--- config.mk ---
export PLATFORM = sky130hd
export DESIGN_NAME = fifo_pkt_writer
export DESIGN_NICKNAME = d
export VERILOG_FILES = /design/src/rtl/fifo_pkt_writer.sv
export SDC_FILE = /design/constraint.sdc
export NUM_CORES = 1
export LEC_CHECK = 0
export ABC_AREA = 1
export BUFFER_PORTS_ARGS = -buffer_cell sky130_fd_sc_hd__clkbuf_2
export CAP_MARGIN = 30
export CORE_MARGIN = 4
export CORE_UTILIZATION = 65
export CTS_CLUSTER_DIAMETER = 30
export CTS_CLUSTER_SIZE = 12
export DETAILED_ROUTE_END_ITERATION = 10
export PLACE_DENSITY = 0.84
export SYNTH_ARGS = -nofsm -noshare
export SYNTH_HDL_FRONTEND = slang
export SYNTH_SLANG_ARGS = --single-unit
export TNS_END_PERCENT = 50
--- constraint.sdc ---
create_clock -name w_clk -period 4.8 [get_ports w_clk]
set_input_delay 0.48 -clock w_clk [delete_from_list [all_inputs] [get_ports w_clk]]
set_output_delay 0.48 -clock w_clk [all_outputs]
set_load 0.005 [all_outputs]
--- src/rtl/fifo_pkt_writer.sv ---
// Write-side packet framer: buffers one packet, then emits length header + payload.
// Optional XOR trailer word when FIFO_PKT_WRITER_CHECKSUM_EN is defined.
module fifo_pkt_writer #(
  parameter int WIDTH   = 8,
  parameter int MAX_LEN = 16
) (
  input  logic             w_clk,
  input  logic             w_rst,
  input  logic             s_valid,
  output logic             s_ready,
  input  logic [WIDTH-1:0] s_data,
  input  logic             s_last,
  input  logic             fifo_full,
  output logic             fifo_w_en,
  output logic [WIDTH-1:0] fifo_data,
  output logic             busy,
  output logic             err_overlen,
  output logic [15:0]      pkt_count
);

  localparam int LW = $clog2(MAX_LEN + 1);
  localparam int IW = (MAX_LEN > 1) ? $clog2(MAX_LEN) : 1;

`ifdef FIFO_PKT_WRITER_CHECKSUM_EN
  typedef enum logic [2:0] {
    COLLECT, DROP, HDR, PAYLOAD, CSUM
  } state_t;
`else
  typedef enum logic [1:0] {
    COLLECT, DROP, HDR, PAYLOAD
  } state_t;
`endif

  state_t           state;
  logic [WIDTH-1:0] mem [MAX_LEN];
  logic [LW-1:0]    len;
  logic [IW-1:0]    idx;
  logic             accept;
  logic             last_pl;
`ifdef FIFO_PKT_WRITER_CHECKSUM_EN
  logic [WIDTH-1:0] csum;
`endif

  assign s_ready = (state == COLLECT || state == DROP) && !w_rst;
  assign accept  = s_valid && s_ready;
  assign last_pl = (LW'(idx) == len - LW'(1));

`ifdef FIFO_PKT_WRITER_CHECKSUM_EN
  assign busy = (state == HDR) || (state == PAYLOAD) || (state == CSUM);
`else
  assign busy = (state == HDR) || (state == PAYLOAD);
`endif

  assign fifo_w_en = busy && !fifo_full;

  // Output word mux; stable while the FIFO is full because state/idx hold.
  always_comb begin
    fifo_data = '0;
    unique case (1'b1)
      (state == HDR):     fifo_data = WIDTH'(len);
      (state == PAYLOAD): fifo_data = mem[idx];
`ifdef FIFO_PKT_WRITER_CHECKSUM_EN
      (state == CSUM):    fifo_data = csum;
`endif
      default:            fifo_data = '0;
    endcase
  end

  // Packet buffer: only written while collecting, so len is always in range.
  always_ff @(posedge w_clk) begin
    if (state == COLLECT && accept)
      mem[len[IW-1:0]] <= s_data;
  end

  // Framing FSM: collect, optionally drop overflow, then header and payload.
  always_ff @(posedge w_clk or posedge w_rst) begin
    if (w_rst) begin
      state       <= COLLECT;
      len         <= '0;
      idx         <= '0;
      err_overlen <= 1'b0;
      pkt_count   <= '0;
`ifdef FIFO_PKT_WRITER_CHECKSUM_EN
      csum        <= '0;
`endif
    end else begin
      case (state)
        COLLECT: begin
          if (accept) begin
            len <= len + LW'(1);
            if (s_last) begin
              state <= HDR;
            end else if (len == LW'(MAX_LEN - 1)) begin
              err_overlen <= 1'b1;
              state       <= DROP;
            end
          end
        end
        DROP: begin
          if (accept && s_last)
            state <= HDR;
        end
        HDR: begin
          if (fifo_w_en) begin
            idx   <= '0;
            state <= PAYLOAD;
`ifdef FIFO_PKT_WRITER_CHECKSUM_EN
            csum  <= '0;
`endif
          end
        end
        PAYLOAD: begin
          if (fifo_w_en) begin
            idx <= idx + IW'(1);
`ifdef FIFO_PKT_WRITER_CHECKSUM_EN
            csum <= csum ^ mem[idx];
`endif
            if (last_pl) begin
              len <= '0;
`ifdef FIFO_PKT_WRITER_CHECKSUM_EN
              state <= CSUM;
`else
              state     <= COLLECT;
              pkt_count <= pkt_count + 16'd1;
`endif
            end
          end
        end
`ifdef FIFO_PKT_WRITER_CHECKSUM_EN
        CSUM: begin
          if (fifo_w_en) begin
            state     <= COLLECT;
            pkt_count <= pkt_count + 16'd1;
          end
        end
`endif
        default: state <= COLLECT;
      endcase
    end
  end

endmodule

Word level (Yosys, flattened, before mapping)
Memory sizes are Yosys's and may differ from the RTL's. Index checks and enable logic that the tools add are counted.

Magnitude comparators: 0. Bitwise operators: 1. Reductions and logical operators: 17. Multiply operators: 0. Eq/ne operators: 11. Add/subtract/negate cells: 4. Div/mod/pow operators: 0. Shift-type cells: 0. Mux-type cells: 18.

Operators by type and width (count): $add A16 B1 Y16 const B (1); $pmux W8 S2 (1); $mux W5 (3); $mux W2 (7); $pmux W5 S2 (1); $mux W4 (2); $ne A2 B2 Y1 const B (4); $pmux W2 S4 (1); $pmux W4 S2 (1); $reduce_and A4 Y1 (2); $reduce_and A3 Y1 (2); $reduce_and A6 Y1 (1); $add A5 B1 Y5 const B (1); $eq A4 B5 Y1 (1); $eq A5 B4 Y1 const B (1); $logic_and A1 B1 Y1 (5); $sub A5 B1 Y5 const B (1); $add A4 B1 Y4 const B (1); $eq A2 B2 Y1 const B (2); $reduce_bool A2 Y1 (2); $ne A3 B2 Y1 const B (1); $eq A2 B1 Y1 const B (1); $logic_not A1 Y1 (2); $logic_not A2 Y1 (1); 4 further kinds (6).

Bits of input ports: 13. Register bits after elaboration: 28. Bits in writable memories: 128. Latch bits: 0. Memories: 1. Output and inout port bits: 28. Bits in read-only memories: 0. Word-level logic and storage cells: 57.

Memories: mem (depth 16, width 8, read ports 1, clocked after Yosys merged registers in 0, wr ports 1, line 35) `logic [WIDTH-1:0] mem [MAX_LEN];`.

Longest topological paths before layout
Gate-level depths: netlist of run 1.

Depth in word-level cells: 7. Depth in mapped cells: 14. Depth with buffers taken out: 13.

Least setup slack after synthesis of run 1
Ideal clock, no wire load.

Path kind: input port to flip-flop. From: input port w_rst. To: memory mem[15][0] (enable). Data required time: 4417 ps. Buffers on the path: 0. Stages on the path: 5. Path slack: 2194 ps. Setup time: 383 ps. Data arrival time: 2223 ps. Path through: inv_1 > nand3_2 > nor2_1 > inv_1 > nor3_1.

Longest elaborated chain between the ends: 6.

Ends and longest elaborated chain: start: declaration (line 8) `input logic w_rst,`; $logic_not A1 Y1 (no line); $logic_and A1 B1 Y1 (line 44) `assign s_ready = (state == COLLECT || state == DROP) && !w_rst;`; $logic_and A1 B1 Y1 (line 45) `assign accept = s_valid && s_ready;`; $logic_and A1 B1 Y1 (line 71) `if (state == COLLECT && accept)`; $mux W1 (line 71); $mux W1 (implied by the code) (line 72) `mem[len[IW-1:0]] <= s_data;`; end: declaration (line 35).

Every way passes these cells.

Worst setup path in the final report of run 1
From: register idx[1]. To: output port fifo_data[7].

Longest elaborated chain between the ends: 2.

Ends and longest elaborated chain: start: declaration (line 37) `logic [IW-1:0] idx;`; start signal: assignment (line 114) `idx <= idx + IW'(1);`; $mem_v2 Z16 W8; $pmux W8 S2 (line 59) `unique case (1'b1)`; end: declaration (line 15) `output logic [WIDTH-1:0] fifo_data,`.

Every way passes these cells.

==> results of run 1 <==
## critical path, delay by kind of cell, from the launching register on
family / cells / cell delay [ns]
buffers and inverters: 2 / 0.63
flip-flops: 1 / 0.94
AND/OR/NAND/NOR: 1 / 0.10
AO/OA/AOI/OAI: 3 / 0.69
## power by group through the flow
stage          combinational (mW)  clock [mW]  sequential, mW
2_1_floorplan                1.11           0            1.60
4_1_cts                      1.43        1.31            1.64
3_5_place_dp                 1.40           0            1.67
3_3_place_gp                 1.33           0            1.66
6_report                     1.45        1.30            1.64
5_1_grt                      1.60        1.37            1.65
## logic make-up (layout without fill, tap and decap cells)
kind of cell,after synthesis,count (layout)
flops,156,156
simple gates,300,300
xor+xnor,14,14
fa+ha+maj,11,11
buf+inv,78,124
compound gates,127,127
## worst paths after layout
kind	startpoint	endpoint	slack, ns
worst max-delay path	idx[1]$_DFFE_PP0P_	fifo_data[7]	1.42
worst min-delay path	w_rst	err_overlen$_DFFE_PP0P_	0.03
worst max register to register	state[0]$_DFFE_PP0P_	mem[9][0]$_DFFE_PP_	2.10
worst min register to register	err_overlen$_DFFE_PP0P_	err_overlen$_DFFE_PP0P_	0.49
max in group asynchronous	w_rst	idx[0]$_DFFE_PP0P_	4.46
min in group w_clk	fifo_full	idx[1]$_DFFE_PP0P_	0.37
## layout by cell type (no fill, tap or decap), types with 14 or more instances in the layout
cell / synthesis / final
inv_1: 38 / 38
dfrtp_1: 28 / 27
o21ai_1: 26 / 26
o21ai_0: 72 / 72
o211ai_1: 14 / 14
clkbuf_2: 1 / 40
nand2_1: 100 / 100
nand3_1: 28 / 28
edfxtp_1: 128 / 128
clkbuf_16: 0 / 16
nor2_1: 135 / 135
## metrics by stage
step                      setup slack, ns  hold slack [ns]  std cells  total power, mW  cell area, um^2
after CTS                            1.46           0.0337        872             4.38             7970
after detailed placement             2.03            0.478        840             3.07             7390
after global placement               2.15            0.463        840             3.00             7390
after global routing                 1.26           0.0574        872             4.62             7970
final                                1.42           0.0337        872             4.40             7970
after floorplan                      2.19            0.466        686             2.71             7150
## per-layer routing
metal,global-route usage [%],vias up,share of wire (%)
met3,7.06,76,11
met5,0,-,0
met1,36.3,2503,36
met4,11.5,0,3.6
li1,-,2430,-
met2,45.6,357,49
## sequential cells by signal, summed over array words and instances, names as in the netlist
signal       count
idx              4
pkt_count       16
state            2
err_overlen      1
mem            128
len              5
## layout make-up
class                      count  area (um^2)
fill                         714         2830
clock inverter                15          161
multi-input combinational    452         2250
inverter                      45          169
timing repair buffer          47          253
tap                          140          175
clock buffer                  17          414
sequential                   156         4550
==> metrics.csv, run 1 <==
metric,value,unit
synthCells,686,
h-tree-depth,4,
utilization,73.8,%
synth_ff_type,edfxtp_1,
min_period,3.38,ns
grt_pass1_wl,27100,um
p_per_area,552,mW/mm^2
hpwlAfterDp,10900,um
fin_skew,0.00724,ns
worstPathCellList,"buf_4, o21ai_0, o211ai_1, nand3_1, a21oi_1, clkbuf_2",
worstSkewPairLatency,0.53,ns
antenna_found_initial,0,
ys_ff_latch,156,
ir_worst_vdd,313,uV
async_flop_share,17.9,%
syn_area,0.00715,mm^2
worstPathMaxFanout,33,
power.clock.fraction,29.6,%
synth_top_family_by_area,simple AND/OR/NAND/NOR gates,
yosysTopAreaCell,edfxtp_1,
seqPwrFrac,37.3,%
dieArea,0.0127,mm^2
rows,38,
wl_per_cell,19.7,um
rr_worst_depth,8,
hold_buffers,0,
ioPinCount,41,
synth_most_common_cell,nor2_1,
design.core.area,0.0108,mm^2
vias_per_cell,6.15,
cts_sinks,156,
route.detailed.drc,0,
die_y,113,um
cts_buffers,17,
end_kind,primary output,
yosys_warnings,0,
rsz0062_at_grt,false,
first_iter_violations,755,
synth_xor_area_share,1.72,%
hold_viol_final,0,
arrival,2.90,ns
synthMuxAreaShare,0,%
start_util,66.2,%
p_int,2.73,mW
power_frac_comb,33.0,%
overflow,0,
synth_commonest_cells,"135 x nor2_1, 128 x edfxtp_1, 100 x nand2_1",
post_cts_buffers,0,
max_stage_delay,0.94,ns
start_kind,flip-flop,
max_slew.worst_pin.slew,0.986,ns
synthDominantCellAreaShare,53.8,%
tns,0,ns
syn_nets,710,
synth_edf_count,128,
slew_violations,0,
synth.distinct_cells,34,
grt_max_degree,71,
synth.area.top_cells,"edfxtp_1 54%, dfrtp_1 9.8%, nor2_1 7.1%",
track_usage,28.0,%
fmax,296,MHz
p_leak,2.97,nW
p_sw_share,38.1,%
syn_avg_cell_area,10.4,um^2
area_delta_synth_final,11.5,%
worstSetupPathType,flip-flop to primary output,
die_x,113,um
clockRootBuffer,clkbuf_8,
cpMaxStageDelayCell,dfrtp_1,
cts_max_path_buffers,2,
fin_nets,743,
cts.clk_slew.worst_paths,0.06,ns
max_cap_viol_count,0,
globalplace.congestion,0.930,
slew_headroom,34.1,%
setup_viol,0,
hold_class,primary input to async pin,
status,"complete, no violations",
p_switching,1.68,mW
seq_area_frac_synth,63.6,%
io_buffers,40,
wl,17200,um
cts_resized,0,
synthAdderAreaFrac,1.93,%
grt_pass1_vias,5122,
synth_compound_area_share,9.66,%
critPathRequiredTime,4.32,ns
layout-drive-gt1-share,13.7,%
layout_worst_path_cycle_share,70.4,%
cts_tree,built,
final_antenna_net_count,0,
vias,5366,
antenna_cells,0,
drt_pass1_iterations,6,
yosys.area_share.simple,18.1,%
(Power assumes the default switching activity.)
==> run 2: changes to the inputs <==
--- a/config.mk
+++ b/config.mk
@@ -9,11 +9,11 @@
 export BUFFER_PORTS_ARGS = -buffer_cell sky130_fd_sc_hd__clkbuf_2
 export CAP_MARGIN = 30
 export CORE_MARGIN = 4
-export CORE_UTILIZATION = 65
+export CORE_UTILIZATION = 61
 export CTS_CLUSTER_DIAMETER = 30
 export CTS_CLUSTER_SIZE = 12
 export DETAILED_ROUTE_END_ITERATION = 10
-export PLACE_DENSITY = 0.84
+export PLACE_DENSITY = 0.8
 export SYNTH_ARGS = -nofsm -noshare
 export SYNTH_HDL_FRONTEND = slang
 export SYNTH_SLANG_ARGS = --single-unit
==> constraint.sdc (replaced) <==
create_clock -name w_clk -period 3.5 [get_ports w_clk]
set_input_delay 0.35 -clock w_clk [delete_from_list [all_inputs] [get_ports w_clk]]
set_output_delay 0.35 -clock w_clk [all_outputs]
set_load 0.005 [all_outputs]
==> run 2 against run 1 <==
Die area up 6.1%. Design area up 1.6%. Worst hold slack better by 0.0037 ns. Combinational power up 40%. Cell count up 0.57%. Non-clock buffer count up 2. Setup slack worse by 0.84 ns. Core utilization down 3.2 points. Critical endpoint is now fifo_data[5]. Largest power group unchanged. Highest routed layer unchanged.
==> metrics.csv, run 2 (synthesis results as in run 1) <==
metric,value,unit,change
status,"complete, no violations",,
arrival,2.57,ns,-0.33 ns
end_kind,primary output,,
critPathRequiredTime,3.15,ns,-1.17 ns
clockRootBuffer,clkbuf_16,,
tns,0,ns,unchanged
cts_max_path_buffers,2,,unchanged
setup_viol,0,,unchanged
fin_skew,0.00866,ns,+0.00142 ns
start_kind,flip-flop,,
p_leak,3.05,nW,+2.5%
antenna_found_initial,0,,unchanged
max_stage_delay,0.56,ns,-0.38 ns
hold_buffers,0,,unchanged
hold_class,primary input to async pin,,
p_per_area,793,mW/mm^2,+44%
die_y,116,um,+3.0%
slew_headroom,50.0,%,+16 points
route.detailed.drc,0,,unchanged
worstPathMaxFanout,70,,+110%
io_buffers,40,,unchanged
globalplace.congestion,0.852,,-8.4%
first_iter_violations,668,,-12%
grt_max_degree,71,,unchanged
hold_viol_final,0,,unchanged
cts_sinks,156,,unchanged
regArea,0.00455,mm^2,unchanged
cpMaxStageDelayCell,buf_4,,
p_sw_share,35.7,%,-2.4 points
drt_pass1_iterations,8,,+2
grt_pass1_wl,26800,um,-1.1%
design.core.area,0.0115,mm^2,+6.2%
layout-drive-gt1-share,13.9,%,+0.24 points
max_slew.worst_pin.slew,0.751,ns,-0.235 ns
layout_commonest_cell,nor2_1,,
cts_resized,0,,unchanged
worstPathCellList,"buf_4, o21ai_0, o211ai_1, nand3_1, a21oi_1, clkbuf_2",,
vias,5308,,-1.1%
vias_per_cell,6.05,,-1.6%
start_util,62.3,%,-3.9 points
h-tree-depth,4,,unchanged
cts.clk_slew.worst_paths,0.06,ns,about the same
rows,39,,+2.6%
multi_input_area,0.00224,mm^2,-0.22%
dieArea,0.0135,mm^2,+6.1%
area_delta_synth_final,13.3,%,
power_frac_comb,31.6,%,-1.4 points
wl,16900,um,-1.6%
cts_buffers,17,,unchanged
track_usage,26.6,%,-1.4 points
cts_tree,built,,
antenna_cells,0,,unchanged
wl_per_cell,19.2,um,-2.2%
largest_register_ffs,128,,unchanged
ir_worst_vdd,574,uV,+84%
post_cts_buffers,0,,unchanged
worstSetupPathType,flip-flop to primary output,,
final_antenna_net_count,0,,unchanged
timing.hold.ws,0.0374,ns,+0.00371 ns
die_x,116,um,+3.0%
post_dp_cell_area,0.00741,mm^2,+0.19%
seqPwrFrac,34.9,%,-2.4 points
max_cap_viol_count,0,,unchanged
fill_cells,745,,+4.3%
worstSkewPairLatency,0.43,ns,-0.10 ns
r2r_setup_slack,0.95,ns,-1.15 ns
fmax,343,MHz,
power.clock.fraction,33.5,%,+3.9 points
total_power,6.42,mW,+46%
ioPinCount,41,,unchanged
rsz0062_at_grt,false,,
min_period,2.92,ns,
fin_area,0.00810,mm^2,+1.6%
hpwlAfterDp,10600,um,-2.6%
worstReg2RegStart,state[0]$_DFFE_PP0P_,,
slew_violations,0,,unchanged
rr_worst_depth,8,,unchanged
grt_pass1_vias,5094,,-0.55%
final_cell_mix,"135 x nor2_1, 128 x edfxtp_1, 100 x nand2_1",,
p_switching,2.29,mW,+37%
p_int,4.13,mW,+52%
layout_worst_path_cycle_share,83.4,%,
fin_nets,745,,+0.27%
overflow,0,,unchanged
rr_endpoint,mem[10][1]$_DFFE_PP_,,
[run 2: layout make-up]
type | count | share of cell area, %
Sequential cell | 156 | 56.1
Multi-Input combinational cell | 452 | 27.7
Clock buffer | 17 | 5.25
Clock inverter | 15 | 3.31
Timing Repair Buffer | 49 | 3.31
Tap cell | 143 | 2.21
Inverter | 45 | 2.09
[run 2: worst max-delay path: cells and delay by family, from the launching register on]
kind / cells / cell delay [ns]
AO/OA/AOI/OAI: 3 / 0.87
AND/OR/NAND/NOR: 1 / 0.15
buffers and inverters: 2 / 0.72
flip-flops: 1 / 0.36
[run 2: layer usage]
| metal | share of wire, % | vias up | wire (um) | global-route usage, % |
|---|---|---|---|---|
| met5 | 0 | - | 0 | 0 |
| met4 | 2.7 | 0 | 463 | 9.74 |
| met3 | 9.0 | 50 | 1510 | 6.89 |
| met2 | 49 | 304 | 8320 | 42.7 |
| met1 | 39 | 2520 | 6580 | 35.2 |
| li1 | - | 2434 | - | - |
[run 2: power by group through the flow]
stage / Combinational [mW] / Clock, mW / Sequential, mW
2_1_floorplan: 1.52 / 0 / 2.19
5_1_grt: 2.24 / 2.25 / 2.25
6_report: 2.03 / 2.15 / 2.24
3_3_place_gp: 1.88 / 0 / 2.26
3_5_place_dp: 1.95 / 0 / 2.27
4_1_cts: 2.00 / 2.16 / 2.24
[run 2: worst max-delay path by stage]
stage	endpoint	slack, ns	start
2_1_floorplan	mem[15][0]$_DFFE_PP_	1.02	w_rst
3_3_place_gp	mem[5][1]$_DFFE_PP_	1.18	state[0]$_DFFE_PP0P_
3_5_place_dp	mem[2][3]$_DFFE_PP_	1.06	state[0]$_DFFE_PP0P_
4_1_cts	fifo_data[5]	0.62	idx[0]$_DFFE_PP0P_
5_1_grt	fifo_data[1]	0.51	idx[0]$_DFFE_PP0P_
6_report	fifo_data[5]	0.58	idx[0]$_DFFE_PP0P_
[run 2: stage by stage]
| stage | cells | utilization [%] | setup slack, ns |
|---|---|---|---|
| finish | 877 | 70.6 | 0.580 |
| global route | 877 | 70.6 | 0.512 |
| CTS | 877 | 70.6 | 0.621 |
| detailed placement | 845 | 64.6 | 1.06 |
| global placement | 845 | 64.6 | 1.18 |
| floorplan | 686 | - | 1.02 |
